File: config.mk
export PLATFORM = sky130hd
export DESIGN_NAME = router_fifo
export DESIGN_NICKNAME = d
export VERILOG_FILES = /design/src/rtl/router_fifo.sv
export SDC_FILE = /design/constraint.sdc
export NUM_CORES = 1
export LEC_CHECK = 0
export ABC_AREA = 1
export ABC_CLOCK_PERIOD_IN_PS = 4650
export CORE_MARGIN = 2
export CORE_UTILIZATION = 39
export DETAILED_ROUTE_END_ITERATION = 7
export GPL_TIMING_DRIVEN = 0
export HOLD_SLACK_MARGIN = 0.1
export MAX_ROUTING_LAYER = met4
export PLACE_DENSITY = 0.53
export SETUP_SLACK_MARGIN = 0.05
export SLEW_MARGIN = 15
export SYNTH_ARGS = -nofsm -noshare
export SYNTH_HDL_FRONTEND = slang
export SYNTH_SLANG_ARGS = --single-unit
File: constraint.sdc
create_clock -name clk -period 4.65 [get_ports clk]
set_input_delay 0.93 -clock clk [delete_from_list [all_inputs] [get_ports clk]]
set_output_delay 0.93 -clock clk [all_outputs]
set_load 0.1 [all_outputs]
File: src/rtl/router_fifo.sv
// Per-port output FIFO of the 1x3 router: stores header-tagged bytes and
// tracks packet boundaries on the read side so rd_busy spans a whole packet.
module router_fifo #(
    parameter int DEPTH = 16,
    parameter int WIDTH = 8
) (
    input  logic             clk,
    input  logic             rst,
    input  logic             soft_reset,
    input  logic             write_enb,
    input  logic             lfd_state,
    input  logic [WIDTH-1:0] data_in,
    input  logic             read_enb,
    output logic [WIDTH-1:0] data_out,
    output logic             full,
    output logic             empty,
    output logic             rd_busy
);

    localparam int AW = $clog2(DEPTH);
    localparam logic [AW:0] PTR_ONE = 1;

    logic [AW:0]      wr_ptr_q, wr_ptr_d;
    logic [AW:0]      rd_ptr_q, rd_ptr_d;
    logic [WIDTH-1:0] data_out_q, data_out_d;
    logic [6:0]       pkt_cnt_q, pkt_cnt_d;
    logic [WIDTH:0]   mem_q [DEPTH];

    logic             flush;
    logic             wr_acc;
    logic             rd_acc;
    logic [WIDTH:0]   rd_word;

    // Extra pointer MSB distinguishes full from empty when the index bits match.
    assign empty   = (wr_ptr_q == rd_ptr_q);
    assign full    = (wr_ptr_q[AW] != rd_ptr_q[AW]) &&
                     (wr_ptr_q[AW-1:0] == rd_ptr_q[AW-1:0]);
    assign flush   = rst | soft_reset;
    assign wr_acc  = write_enb && !full;
    assign rd_acc  = read_enb && !empty;
    assign rd_word = mem_q[rd_ptr_q[AW-1:0]];

    assign data_out = data_out_q;
    assign rd_busy  = (pkt_cnt_q != 7'd0);

    always_comb begin
        wr_ptr_d   = wr_ptr_q;
        rd_ptr_d   = rd_ptr_q;
        data_out_d = data_out_q;
        pkt_cnt_d  = pkt_cnt_q;
        if (flush) begin
            wr_ptr_d   = '0;
            rd_ptr_d   = '0;
            data_out_d = '0;
            pkt_cnt_d  = '0;
        end else begin
            if (wr_acc) begin
                wr_ptr_d = wr_ptr_q + PTR_ONE;
            end
            if (rd_acc) begin
                rd_ptr_d   = rd_ptr_q + PTR_ONE;
                data_out_d = rd_word[WIDTH-1:0];
                // Header carries payload length in [7:2]; count includes the parity byte.
                if (rd_word[WIDTH]) begin
                    pkt_cnt_d = {1'b0, rd_word[7:2]} + 7'd1;
                end else if (pkt_cnt_q != 7'd0) begin
                    pkt_cnt_d = pkt_cnt_q - 7'd1;
                end
            end
        end
    end

    always_ff @(posedge clk) begin
        if (!flush && wr_acc) begin
            mem_q[wr_ptr_q[AW-1:0]] <= {lfd_state, data_in};
        end
    end

    always_ff @(posedge clk) begin
        if (rst) begin
            wr_ptr_q   <= '0;
            rd_ptr_q   <= '0;
            data_out_q <= '0;
            pkt_cnt_q  <= '0;
        end else begin
            wr_ptr_q   <= wr_ptr_d;
            rd_ptr_q   <= rd_ptr_d;
            data_out_q <= data_out_d;
            pkt_cnt_q  <= pkt_cnt_d;
        end
    end

endmodule

* Yosys cells after proc, flatten, opt, wreduce, memory -nomap -nowiden
Memories as Yosys holds them, arrays and structs flattened. A register that Yosys moved wholly into a read port is not among the register bits. Index checks and enable logic that the tools add are counted.
Word-level totals: flip-flop bits (word level) 25, RAM bits 144, input bits 14, output and inout bits 11, word-level logic and storage cells 30, memories 1
Memory list:
- mem_q | words 16, bits a word 9, read ports 1, clocked after memory_dff 1, wr ports 1, line 27 | logic [WIDTH:0] mem_q [DEPTH];
Operators by class: add/subtract/negate cells 4, equality and inequality tests 3, mux-type cells 6, bitwise operators 1, reductions and logical operators 11
Operators with widths (number):
- two-way mux 7 bit | 2
- adder 5 x 1 -> 5 bit (second input constant) | 2
- two-way mux 4 bit | 2
- adder 6 x 1 -> 7 bit (second input constant) | 1
- nonzero test 7 bit | 1
- subtractor 7 x 1 -> 7 bit (second input constant) | 1
- equality test 5 bit | 1
- equality test 4 bit | 1
- logical AND 1 bit | 4
- zero test 1 bit | 3
- two-way mux 1 bit | 2
- AND reduction 2 bit | 1
- nonzero test 2 bit | 1
- OR reduction 2 bit | 1
- != test 1 bit | 1
- OR 1 bit | 1

* Logic depth before layout (Yosys ltp)
depth after elaboration 7, gate-level depth with buffers 18, mapped depth without buffers 15

* Worst setup path after synthesis
No wires, ideal clock.
path type register to output, start point register wr_ptr_q[1], end point output full, arrival time 1.528 ns, required time 3.720 ns, setup slack 2.192 ns, stages on the path, launching flop included 6, path buffers 0, path through dfxtp_1 xor2_1 nor2_1 nand2_1 or2_2 inv_1
On the way: longest elaborated chain between the ends 2
Ends and longest elaborated chain:
- start: declaration | line 23 | logic [AW:0] wr_ptr_q, wr_ptr_d;
- start signal: assignment | line 86 | wr_ptr_q <= wr_ptr_d;
- equality test 4 bit | line 37 | (wr_ptr_q[AW-1:0] == rd_ptr_q[AW-1:0]);
- logical AND 1 bit | line 36 | assign full = (wr_ptr_q[AW] != rd_ptr_q[AW]) &&
- end: declaration | line 15 | output logic full,
No other way between the ends.

* Final worst setup path
Ends and elaborated chain as after synthesis.

==> summary.txt <==
Detailed routing
  • Via count: between 5000 and 6000
  • Wire length per cell: 19.4 um
  • DRC viols: 0
  • 1st-iter DRT viols: 458
  • Drt first pass iters: 5
  • Vias per inst: about 5.2
  • Post-route antenna net violation count: 0
  • Final Routed Wirelength: about 19000 um

Worst hold path
  • HP Class: register to register
  • Hold depth: 2

Global route
  • Vias in the first global route: 4886
  • Overflow after GRT: 0
  • Largest net degree at the start of global routing: 19
  • Initial antenna violation count: 0
  • First-pass GRT wire length: 29000 um
  • GRT Total Usage: between 20% and 30%

Placement
  • DP Cell Count: 959
  • RD Place Congestion: 0.789
  • I/O Buffers: 24
  • Detailed Place HPWL: between 10000 and 15000 um
  • Placed cell area: ~8100 um^2

Clocking
  • Worst-Skew Late Latency: between 0.4 and 0.5 ns
  • Inserted Clock Buffers: 17
  • H-tree levels: 4
  • CTS tree: done
  • Clk pin slew, worst setup/hold paths: ~0.07 ns
  • CTS max path bufs: 2
  • Root cell of the clock tree: clkbuf_16
  • CTS resizes: 0
  • Post-CTS setup buffers: 0
  • Clock Sinks: roughly 170
  • Post-CTS Hold Buffers: 0

Flow run
  • # Max-Cap Violations: 0

Layout
  • Finished Core Util: 46.3%
  • Final Cell Area: 8700 um^2
  • Ant diodes: 0
  • Area Growth Syn to Fin: 16.1%
  • Final net count: 766
  • Non-Filler Instances: just under 1000
  • Layout cells sized above 1: between 10% and 20%

STA
  • RSZ-0062 raised after global routing: false
  • Final hold slack: slightly below 0.5 ns
  • Tightest Pin Transition: about 0.98 ns
  • Clock skew: between 0.01 and 0.015 ns
  • Fin crit period: roughly 3.6 ns
  • Slew HR: 34.6%
  • Total negative slack: 0 ns
  • Count of pins over their slew limit: 0
  • Fmax achieved: roughly 280 MHz
  • Final setup viols: 0
  • Period utilization: a little under 80%
  • Final Hold Vio Count: 0

Logic synthesis
  • Top FF cell, synth: edfxtp_1
  • Synth cell types: 35
  • Register area share after synthesis: about 65%
  • Post-synth top area cell: edfxtp_1
  • Synth Net Count: 720
  • Top cells by area, synth: edfxtp_1, dfxtp_1, nand2_1
  • Post-Syn Instances: 698
  • Yosys reg bits: around 170
  • Number of synthesis warnings: 0
  • Mapped Area: about 7500 um^2
  • Async set-reset flop share out of synthesis: 0%
  • Synthesized area per cell: roughly 11 um^2
  • EDFF count, synth: 144
  • Yosys top cell area share: between 50% and 60%

Floorplanning
  • I/O Pins: 25
  • Die Y: roughly 140 um
  • Chip Width: 143 um
  • Core Area: about 19000 um^2
  • Total die area: roughly 20000 um^2
  • Starting Density: 39.9%
  • Row cnt: 50

Pwr
  • Flop pwr share: around half
  • Clk network pwr share: 42.8%
  • Combinational share of power: 6.8%
  • Pwr Density: approximately 390 nW/um^2
  • P_sw: approximately 0.83 mW
  • Power Internal: between 2 and 3 mW
  • Switch share: between 20% and 30%
  • Peak VDD IR: around 0.00033 V
  • Static Leak: around 3.3 nW

Worst setup path
  • Critical Path AT: ~2.7 ns
  • Critical Path Fanout Max: 4
  • Crit end category: output port
  • Reg2Reg Depth: 13
  • CP Launch Type: register
  • WS Path Type: register to output port
  • Worst Path Required: approximately 3.7 ns

Outcome
  • Run status: finished, final reports clean
power by group through the flow:
stage	Combinational (mW)	Clock (mW)	Sequential (mW)
after global routing	0.248	1.52	1.69
after CTS	0.230	1.46	1.69
after floorplan	0.131	0	1.74
final	0.228	1.44	1.69
after global placement	0.225	0	1.72
after detailed placement	0.229	0	1.73
layout by cell type (no fill, tap or decap), drive strengths merged:
cell type        n
a21oi           25
a31oi            6
and3             1
buf             29
bufinv           1
clkbuf          23
clkdlybuf4s50   24
clkinv           8
clkinvlp         2
dfxtp           29
edfxtp         144
ha               8
inv             74
nand2          158
nand3           78
nor2            62
nor3             6
o211ai           9
o21ai           51
o21bai           1
o221ai           7
o22ai            1
or2              2
xnor2            1
xor2             7
synth_stat cells (8+ instances only):
cell and instances:
o21ai_0 47, o211ai_1 9, buf_6 10, a21oi_1 21, dfxtp_1 29, nand3_1 74, edfxtp_1 144, nor2_1 62
nand2_1 150, inv_1 63, ha_1 8, buf_2 9
final cells by class:
class / instances / area (um^2)
clock inverter: 15 / 174
buffer: 32 / 254
inverter: 70 / 268
fill: 1756 / 10100
sequential: 173 / 4900
timing repair buffer: 27 / 267
tap: 234 / 293
multi-input combinational: 423 / 2110
clock buffer: 17 / 425
worst max-delay path, stage by stage, from the launching register on:
cell,delay [ns]
dfxtp_1,0.36
xor2_1,0.17
nor2_1,0.16
nand2_1,0.06
or2_2,0.28
inv_1,0.06
clkdlybuf4s50_1,1.12
sequential cells by signal, indices dropped and copies added, names as in the netlist, named ones only:
name       flops
data_out       8
mem_q        144
pkt_cnt_q      7
rd_ptr_q       5
wr_ptr_q       5
per-stage QoR:
| stage | setup WS [ns] | power (mW) |
|---|---|---|
| finish | 1.06 | 3.35 |
| global route | 0.927 | 3.46 |
| CTS | 1.05 | 3.38 |
| detailed placement | 0.896 | 1.95 |
| global placement | 0.557 | 1.95 |
| floorplan | 2.19 | 1.87 |
kinds of logic after synthesis:
logic type,count (synthesis),synth area share (%)
and+or+nand+nor,307,17.5
DFF,173,65.5
buffers and inverters,102,6.96
AOI/OAI and AO/OA,100,7.83
xor gates and xnor gates,8,0.935
adders and majority gates,8,1.34
path summary, 6_finish.rpt:
check / start / end / slack, ns
worst max register to register: register / pkt_cnt_q[4]$_SDFFE_PP0P_ / 2.11
worst min register to register: wr_ptr_q[4]$_SDFFE_PP0P_ / wr_ptr_q[4]$_SDFFE_PP0P_ / 0.49
worst min-delay path: wr_ptr_q[4]$_SDFFE_PP0P_ / wr_ptr_q[4]$_SDFFE_PP0P_ / 0.49
worst max-delay path: wr_ptr_q[1]$_SDFFE_PP0P_ / full / 1.06
metal layers:
layer | vias up | GRT usage (%) | wire (um)
li1 | 2482 | - | -
met1 | 2502 | 25.8 | 8280
met2 | 149 | 32.7 | 9370
met3 | 35 | 4.16 | 1160
met4 | 0 | 7.97 | 429
met5 | - | - | 0
(Power assumes the default switching activity.)
